==> src/rtl/reg_pkg.sv <==
// Shared constants, FSM state type and bit/register-number mapping for reg_encoder.
// Register n is carried on request bit NUM_REGS-1-n, the same order as the enable bus.
package reg_pkg;

    localparam int NUM_REGS = 8;
    localparam int NUM_W    = 16;
    localparam int IDX_W    = $clog2(NUM_REGS);

    typedef enum logic [0:0] {
        IDLE  = 1'b0,
        OFFER = 1'b1
    } state_t;

    // The mapping is its own inverse, so it serves both directions.
    function automatic logic [IDX_W-1:0] bit_to_reg(input logic [IDX_W-1:0] idx);
        return IDX_W'(NUM_REGS - 1) - idx;
    endfunction

endpackage

==> src/rtl/reg_encoder_if.sv <==
// Offer/acknowledge bus between the register requesters, reg_encoder and its consumer.
interface reg_encoder_if;
    import reg_pkg::*;

    logic [NUM_REGS-1:0] reg_req;
    logic [NUM_W-1:0]    reg_num;
    logic                num_valid;
    logic                num_ready;
    logic [NUM_REGS-1:0] reg_ack;
    logic                busy;

    modport slave (
        input  reg_req,
        input  num_ready,
        output reg_num,
        output num_valid,
        output reg_ack,
        output busy
    );

    modport master (
        output reg_req,
        output num_ready,
        input  reg_num,
        input  num_valid,
        input  reg_ack,
        input  busy
    );

endinterface

==> src/rtl/reg_prio_sel.sv <==
// Combinational requester search: first requesting register at or after start_idx, wrapping.
module reg_prio_sel
    import reg_pkg::*;
(
    input  logic [NUM_REGS-1:0] req,
    input  logic [IDX_W-1:0]    start_idx,
    output logic [NUM_REGS-1:0] grant,
    output logic [IDX_W-1:0]    grant_idx,
    output logic                found
);

    logic [IDX_W-1:0] reg_idx_s;

    // Scan from the farthest offset down so the nearest requester is written last and wins.
    always_comb begin
        grant     = {NUM_REGS{1'b0}};
        grant_idx = {IDX_W{1'b0}};
        found     = 1'b0;
        reg_idx_s = {IDX_W{1'b0}};
        for (int k = NUM_REGS - 1; k >= 0; k--) begin
            reg_idx_s = start_idx + IDX_W'(k);
            if (req[bit_to_reg(reg_idx_s)]) begin
                grant                        = {NUM_REGS{1'b0}};
                grant[bit_to_reg(reg_idx_s)] = 1'b1;
                grant_idx                    = reg_idx_s;
                found                        = 1'b1;
            end else begin
                found = found;
            end
        end
    end

endmodule

==> src/rtl/reg_encoder.sv <==
// Register-request encoder: arbitrates reg_req, offers the register number, acks on handshake.
// Build option REG_ENCODER_ROUND_ROBIN_EN selects round-robin instead of fixed priority.
module reg_encoder #(
    parameter int NUM_REGS = reg_pkg::NUM_REGS,
    parameter int NUM_W    = reg_pkg::NUM_W
) (
    input  logic          clk,
    input  logic          rst,
    reg_encoder_if.slave  bus
);
    import reg_pkg::*;

    state_t              state_r, state_s;
    logic [NUM_W-1:0]    reg_num_r, reg_num_s;
    logic                num_valid_r, num_valid_s;
    logic [NUM_REGS-1:0] reg_ack_r, reg_ack_s;
    logic [NUM_REGS-1:0] grant_r, grant_s;
    logic                busy_r;

    logic [IDX_W-1:0]    start_idx_s;
    logic [NUM_REGS-1:0] sel_grant_s;
    logic [IDX_W-1:0]    sel_idx_s;
    logic                sel_found_s;
    logic                handshake_s;

    assign handshake_s = (state_r == OFFER) && bus.num_ready;

`ifdef REG_ENCODER_ROUND_ROBIN_EN
    logic [IDX_W-1:0] ptr_r, ptr_s;

    assign start_idx_s = ptr_r + IDX_W'(1);

    // Pointer remembers the register granted by the last completed handshake.
    always_comb begin
        if (handshake_s) begin
            ptr_s = reg_num_r[IDX_W-1:0];
        end else begin
            ptr_s = ptr_r;
        end
    end

    // Round-robin pointer register; reset points at register 7 so register 0 goes first.
    always_ff @(posedge clk or posedge rst) begin
        if (rst) begin
            ptr_r <= IDX_W'(NUM_REGS - 1);
        end else begin
            ptr_r <= ptr_s;
        end
    end
`else
    assign start_idx_s = {IDX_W{1'b0}};
`endif

    reg_prio_sel u_sel (
        .req       (bus.reg_req),
        .start_idx (start_idx_s),
        .grant     (sel_grant_s),
        .grant_idx (sel_idx_s),
        .found     (sel_found_s)
    );

    // Next-state and next-output logic; requests are only looked at while IDLE.
    always_comb begin
        state_s     = state_r;
        reg_num_s   = reg_num_r;
        num_valid_s = num_valid_r;
        grant_s     = grant_r;
        reg_ack_s   = {NUM_REGS{1'b0}};
        case (state_r)
            IDLE: begin
                if (sel_found_s) begin
                    state_s     = OFFER;
                    reg_num_s   = NUM_W'(sel_idx_s);
                    num_valid_s = 1'b1;
                    grant_s     = sel_grant_s;
                end else begin
                    num_valid_s = 1'b0;
                end
            end
            OFFER: begin
                if (bus.num_ready) begin
                    state_s     = IDLE;
                    num_valid_s = 1'b0;
                    reg_ack_s   = grant_r;
                end else begin
                    num_valid_s = 1'b1;
                end
            end
            default: begin
                state_s     = IDLE;
                num_valid_s = 1'b0;
            end
        endcase
    end

    // State and registered outputs; reset abandons any pending offer without an ack.
    always_ff @(posedge clk or posedge rst) begin
        if (rst) begin
            state_r     <= IDLE;
            reg_num_r   <= {NUM_W{1'b0}};
            num_valid_r <= 1'b0;
            reg_ack_r   <= {NUM_REGS{1'b0}};
            grant_r     <= {NUM_REGS{1'b0}};
            busy_r      <= 1'b0;
        end else begin
            state_r     <= state_s;
            reg_num_r   <= reg_num_s;
            num_valid_r <= num_valid_s;
            reg_ack_r   <= reg_ack_s;
            grant_r     <= grant_s;
            busy_r      <= (state_s != IDLE);
        end
    end

    assign bus.reg_num   = reg_num_r;
    assign bus.num_valid = num_valid_r;
    assign bus.reg_ack   = reg_ack_r;
    assign bus.busy      = busy_r;

endmodule

==> src/flat_wrapper.sv <==
// flat-port wrapper written by rule: the top's interface ports become plain ports
module reg_encoder_flat import reg_pkg::*;
#(
    parameter int NUM_REGS = reg_pkg::NUM_REGS,
    parameter int NUM_W    = reg_pkg::NUM_W
)
  (clk, rst, bus_reg_req, bus_num_ready, bus_reg_num, bus_num_valid, bus_reg_ack, bus_busy);
  reg_encoder_if bus_i ();
  input  logic clk;
  input  logic rst;
  input wire logic [$bits(bus_i.reg_req)-1:0] bus_reg_req;
  input wire logic [$bits(bus_i.num_ready)-1:0] bus_num_ready;
  output wire logic [$bits(bus_i.reg_num)-1:0] bus_reg_num;
  output wire logic [$bits(bus_i.num_valid)-1:0] bus_num_valid;
  output wire logic [$bits(bus_i.reg_ack)-1:0] bus_reg_ack;
  output wire logic [$bits(bus_i.busy)-1:0] bus_busy;
  assign bus_i.reg_req = bus_reg_req;
  assign bus_i.num_ready = bus_num_ready;
  assign bus_reg_num = bus_i.reg_num;
  assign bus_num_valid = bus_i.num_valid;
  assign bus_reg_ack = bus_i.reg_ack;
  assign bus_busy = bus_i.busy;
  reg_encoder #(.NUM_REGS(NUM_REGS), .NUM_W(NUM_W)) u_core (.clk(clk), .rst(rst), .bus(bus_i));
endmodule
==> config.mk <==
export PLATFORM = sky130hd
export DESIGN_NAME = reg_encoder_flat
export DESIGN_NICKNAME = d
export VERILOG_FILES = /design/src/rtl/reg_pkg.sv /design/src/rtl/reg_encoder_if.sv /design/src/rtl/reg_prio_sel.sv /design/src/rtl/reg_encoder.sv /design/src/flat_wrapper.sv
export SDC_FILE = /design/constraint.sdc
export NUM_CORES = 1
export LEC_CHECK = 0
export BUFFER_PORTS_ARGS = -buffer_cell sky130_fd_sc_hd__buf_4
export CORE_UTILIZATION = 49
export CTS_BUF_LIST = sky130_fd_sc_hd__clkbuf_4 sky130_fd_sc_hd__clkbuf_8
export DETAILED_ROUTE_END_ITERATION = 10
export MAX_ROUTING_LAYER = met4
export PLACE_DENSITY = 0.8
export RECOVER_POWER = 100
export SYNTH_ARGS = -nofsm -noshare
export SYNTH_HDL_FRONTEND = slang
export SYNTH_SLANG_ARGS = --single-unit
==> constraint.sdc <==
create_clock -name clk -period 1.3 [get_ports clk]
set_clock_uncertainty 0.05 [all_clocks]
set_input_delay 0.26 -clock clk [delete_from_list [all_inputs] [get_ports clk]]
set_output_delay 0.26 -clock clk [all_outputs]
set_load 0.05 [all_outputs]
==> flow_metrics.tcl <==
set metrics [dict create \
    p_leak_nw 0.671 \
    die-area_mm2 0.00213 \
    maxSlewViolCount 0 \
    fmax_mhz 766 \
    setup_ws_ps -4.87 \
    outcome "finished, violations left" \
    total_power_mw 1.40 \
    die_w_um 46.1 \
    ys_ff_latch 20 \
    rsz0062_at_grt "true" \
    drt_wl_total_mm 2.01 \
    start_kind "flop" \
    cts_buffer_depth 2 \
    ys_seq_area_frac 0.525 \
    ir_drop_mv 0.659 \
    multiInputGateArea_um2 367 \
    clkSinkCount 20 \
    drive_above_1_share 0.344 \
    hp-class "input pin to flop" \
    route.detailed.drc 0 \
    clockRootBuffer "clkbuf_4" \
    grt_usage 0.219 \
    first_pass_iters 4 \
    arrival_ps 990 \
    boundaryPins 37 \
    violations "setup timing" \
    die_h_um 46.1 \
    period_minus_slack_ps 1300 \
    grt_pass1_vias 713 \
    htreeDepth 1 \
    wire_per_inst_um 12.9 \
    critPathKind "flop to output pin" \
    design_area_mm2 0.00124 \
    vias 795 \
    path_clk_slew_ps 110 \
    period_share 1.00 \
    ys.warnings.count 0 \
    initialDrtViolationCount 23 \
    grt_pass1_wl_mm 3.15 \
    cts_buffers 3 \
    viasPerCell 5.10 \
    grt_max_degree 14 \
    n_antenna_cell 0 \
    gp_congestion 0.861 \
    syn_to_final_growth_pct 30.1 \
    overflow 0 \
    avgSynthCellArea_um2 10.3 \
    initial_core_util 0.535 \
    ant_nets 0 \
    core_mm2 0.00178 \
    cts_tree "yes" \
    clkLatencyLatePin_ps 300 \
    critPathCaptureType "output pin" \
    hold_violations 0 \
    synthCells 93 \
    row_count 15 \
    cellPowerDensity_mw_per_mm2 1130 \
    seq_area_um2 502 \
    crit_required_ps 990 \
    placed_cell_area_mm2 0.00118 \
    nNetsFinal 143 \
    syn_area_um2 953 \
    cap_viol_max_count 0 \
    hpwl_mm 1.39 \
    antenna_found_initial 0 \
    synth.distinct_cells 26 \
    port_buffers 23 \
    pre_cts_ws_ps -210 \
    n_fill_cell 140 \
    crit_fanout 4 \
    setup_viol 2 \
]
## per-stage QoR
step | hold WS (ps) | utilization | std cells | setup TNS, ps
after floorplan | 174 | - | 105 | -57.6
after global placement | 168 | 0.660 | 148 | -475
after detailed placement | 181 | 0.660 | 148 | -928
after CTS | 149 | 0.706 | 156 | -17.8
after global routing | 152 | 0.695 | 156 | -54.4
final | 156 | 0.695 | 156 | -8.93
## synth_stat cells (all sizes together)
library cell	n	area, µm²
nor4	3	25.0
o31ai	2	15.0
buf	16	121
a22oi	1	7.51
clkbuf	1	3.75
o21ai	7	35.0
nor3	2	10.0
nor3b	1	7.51
inv	4	15.0
nand3	1	5.00
o22a	2	17.5
and3	8	50.1
or4	1	11.3
o41ai	1	8.76
a221o	1	10.0
nor2b	2	12.5
a21oi	2	10.0
conb	1	3.75
a31o	1	8.76
nor2	6	22.5
dfrtp	20	500
nand2	8	30.0
mux2	2	22.5
## worst max-delay path, cell delays in order (launching register included)
cell and delay [ps]:
dfrtp_2 420, buf_6 130, buf_8 140
## registers in the layout, indices dropped and copies added, names as in the netlist
name,count
u_core.bus.reg_num,3
u_core.bus.reg_ack,8
u_core.grant_r,8
u_core.bus.busy,1
## repair_timing
item                                   4_1_cts  5_1_grt
setup endpoints to repair                    2        3
hold buffers                                 1        0
endpoints found under the hold margin        7        0
resized for setup                            5        2
buffers inserted                             3        0
## cell families (layout without fill, tap and decap cells)
family                 count (synthesis)  count (layout)  share of synthesized area
AO/OA/AOI/OAI                         17              17                      0.118
buffers and inverters                 21              47                      0.147
flip-flops                            20              20                      0.525
multiplexers                           2               2                     0.0236
other                                  1              13                    0.00393
AND/OR/NAND/NOR                       32              32                      0.182
## cell type report
cell class / instances / area share
clock buffer: 4 / 0.0242
multi-input combinational: 64 / 0.296
inverter: 4 / 0.0121
tap: 25 / 0.0252
sequential: 20 / 0.405
timing repair buffer: 39 / 0.238
## power by group
group	internal [mW]	switching (mW)	leakage, nW	total [mW]
combinational	0.120	0.276	0.389	0.396
clock	0.140	0.183	0.0184	0.323
sequential	0.662	0.0174	0.264	0.679
total	0.923	0.476	0.671	1.40
## worst paths after layout
kind / start / to / slack, ps / depth (start not counted)
hold reg to reg: u_core.grant_r[5] / u_core.grant_r[5] / 440 / 2
setup / recovery: u_core.bus.busy / bus_num_valid / -5 / 2
hold / removal: bus_reg_req[7] / u_core.grant_r[6] / 160 / 2
max in group asynchronous: rst / u_core.bus.reg_ack[7] / 180 / 4
setup reg to reg: u_core.bus.busy / u_core.bus.reg_num[0] / 30 / 3
min in group asynchronous: rst / u_core.bus.reg_ack[3] / 410 / 3
## cell usage in the layout (no fill, tap or decap), types with 2 or more instances in the layout
cell,count
buf_4,20
dfrtp_1,19
conb_1,13
clkbuf_4,9
nand2_1,8
and3_1,8
buf_2,7
nor2_1,6
o21ai_0,6
inv_1,4
nor2b_1,2
o22a_1,2
nor4_1,2
o31ai_1,2
mux2_1,2
a21oi_1,2
nor3_1,2
buf_8,2
buf_6,2
clkbuf_2,2
## metal layers
layer,wire [µm],vias up,global-route usage
met1,814,373,0.270
met3,122,7,0.0235
li1,-,370,-
met4,64,0,0.141
met5,0,-,-
met2,1010,45,0.341
Note: power is estimated with default switching activity, not from simulation.
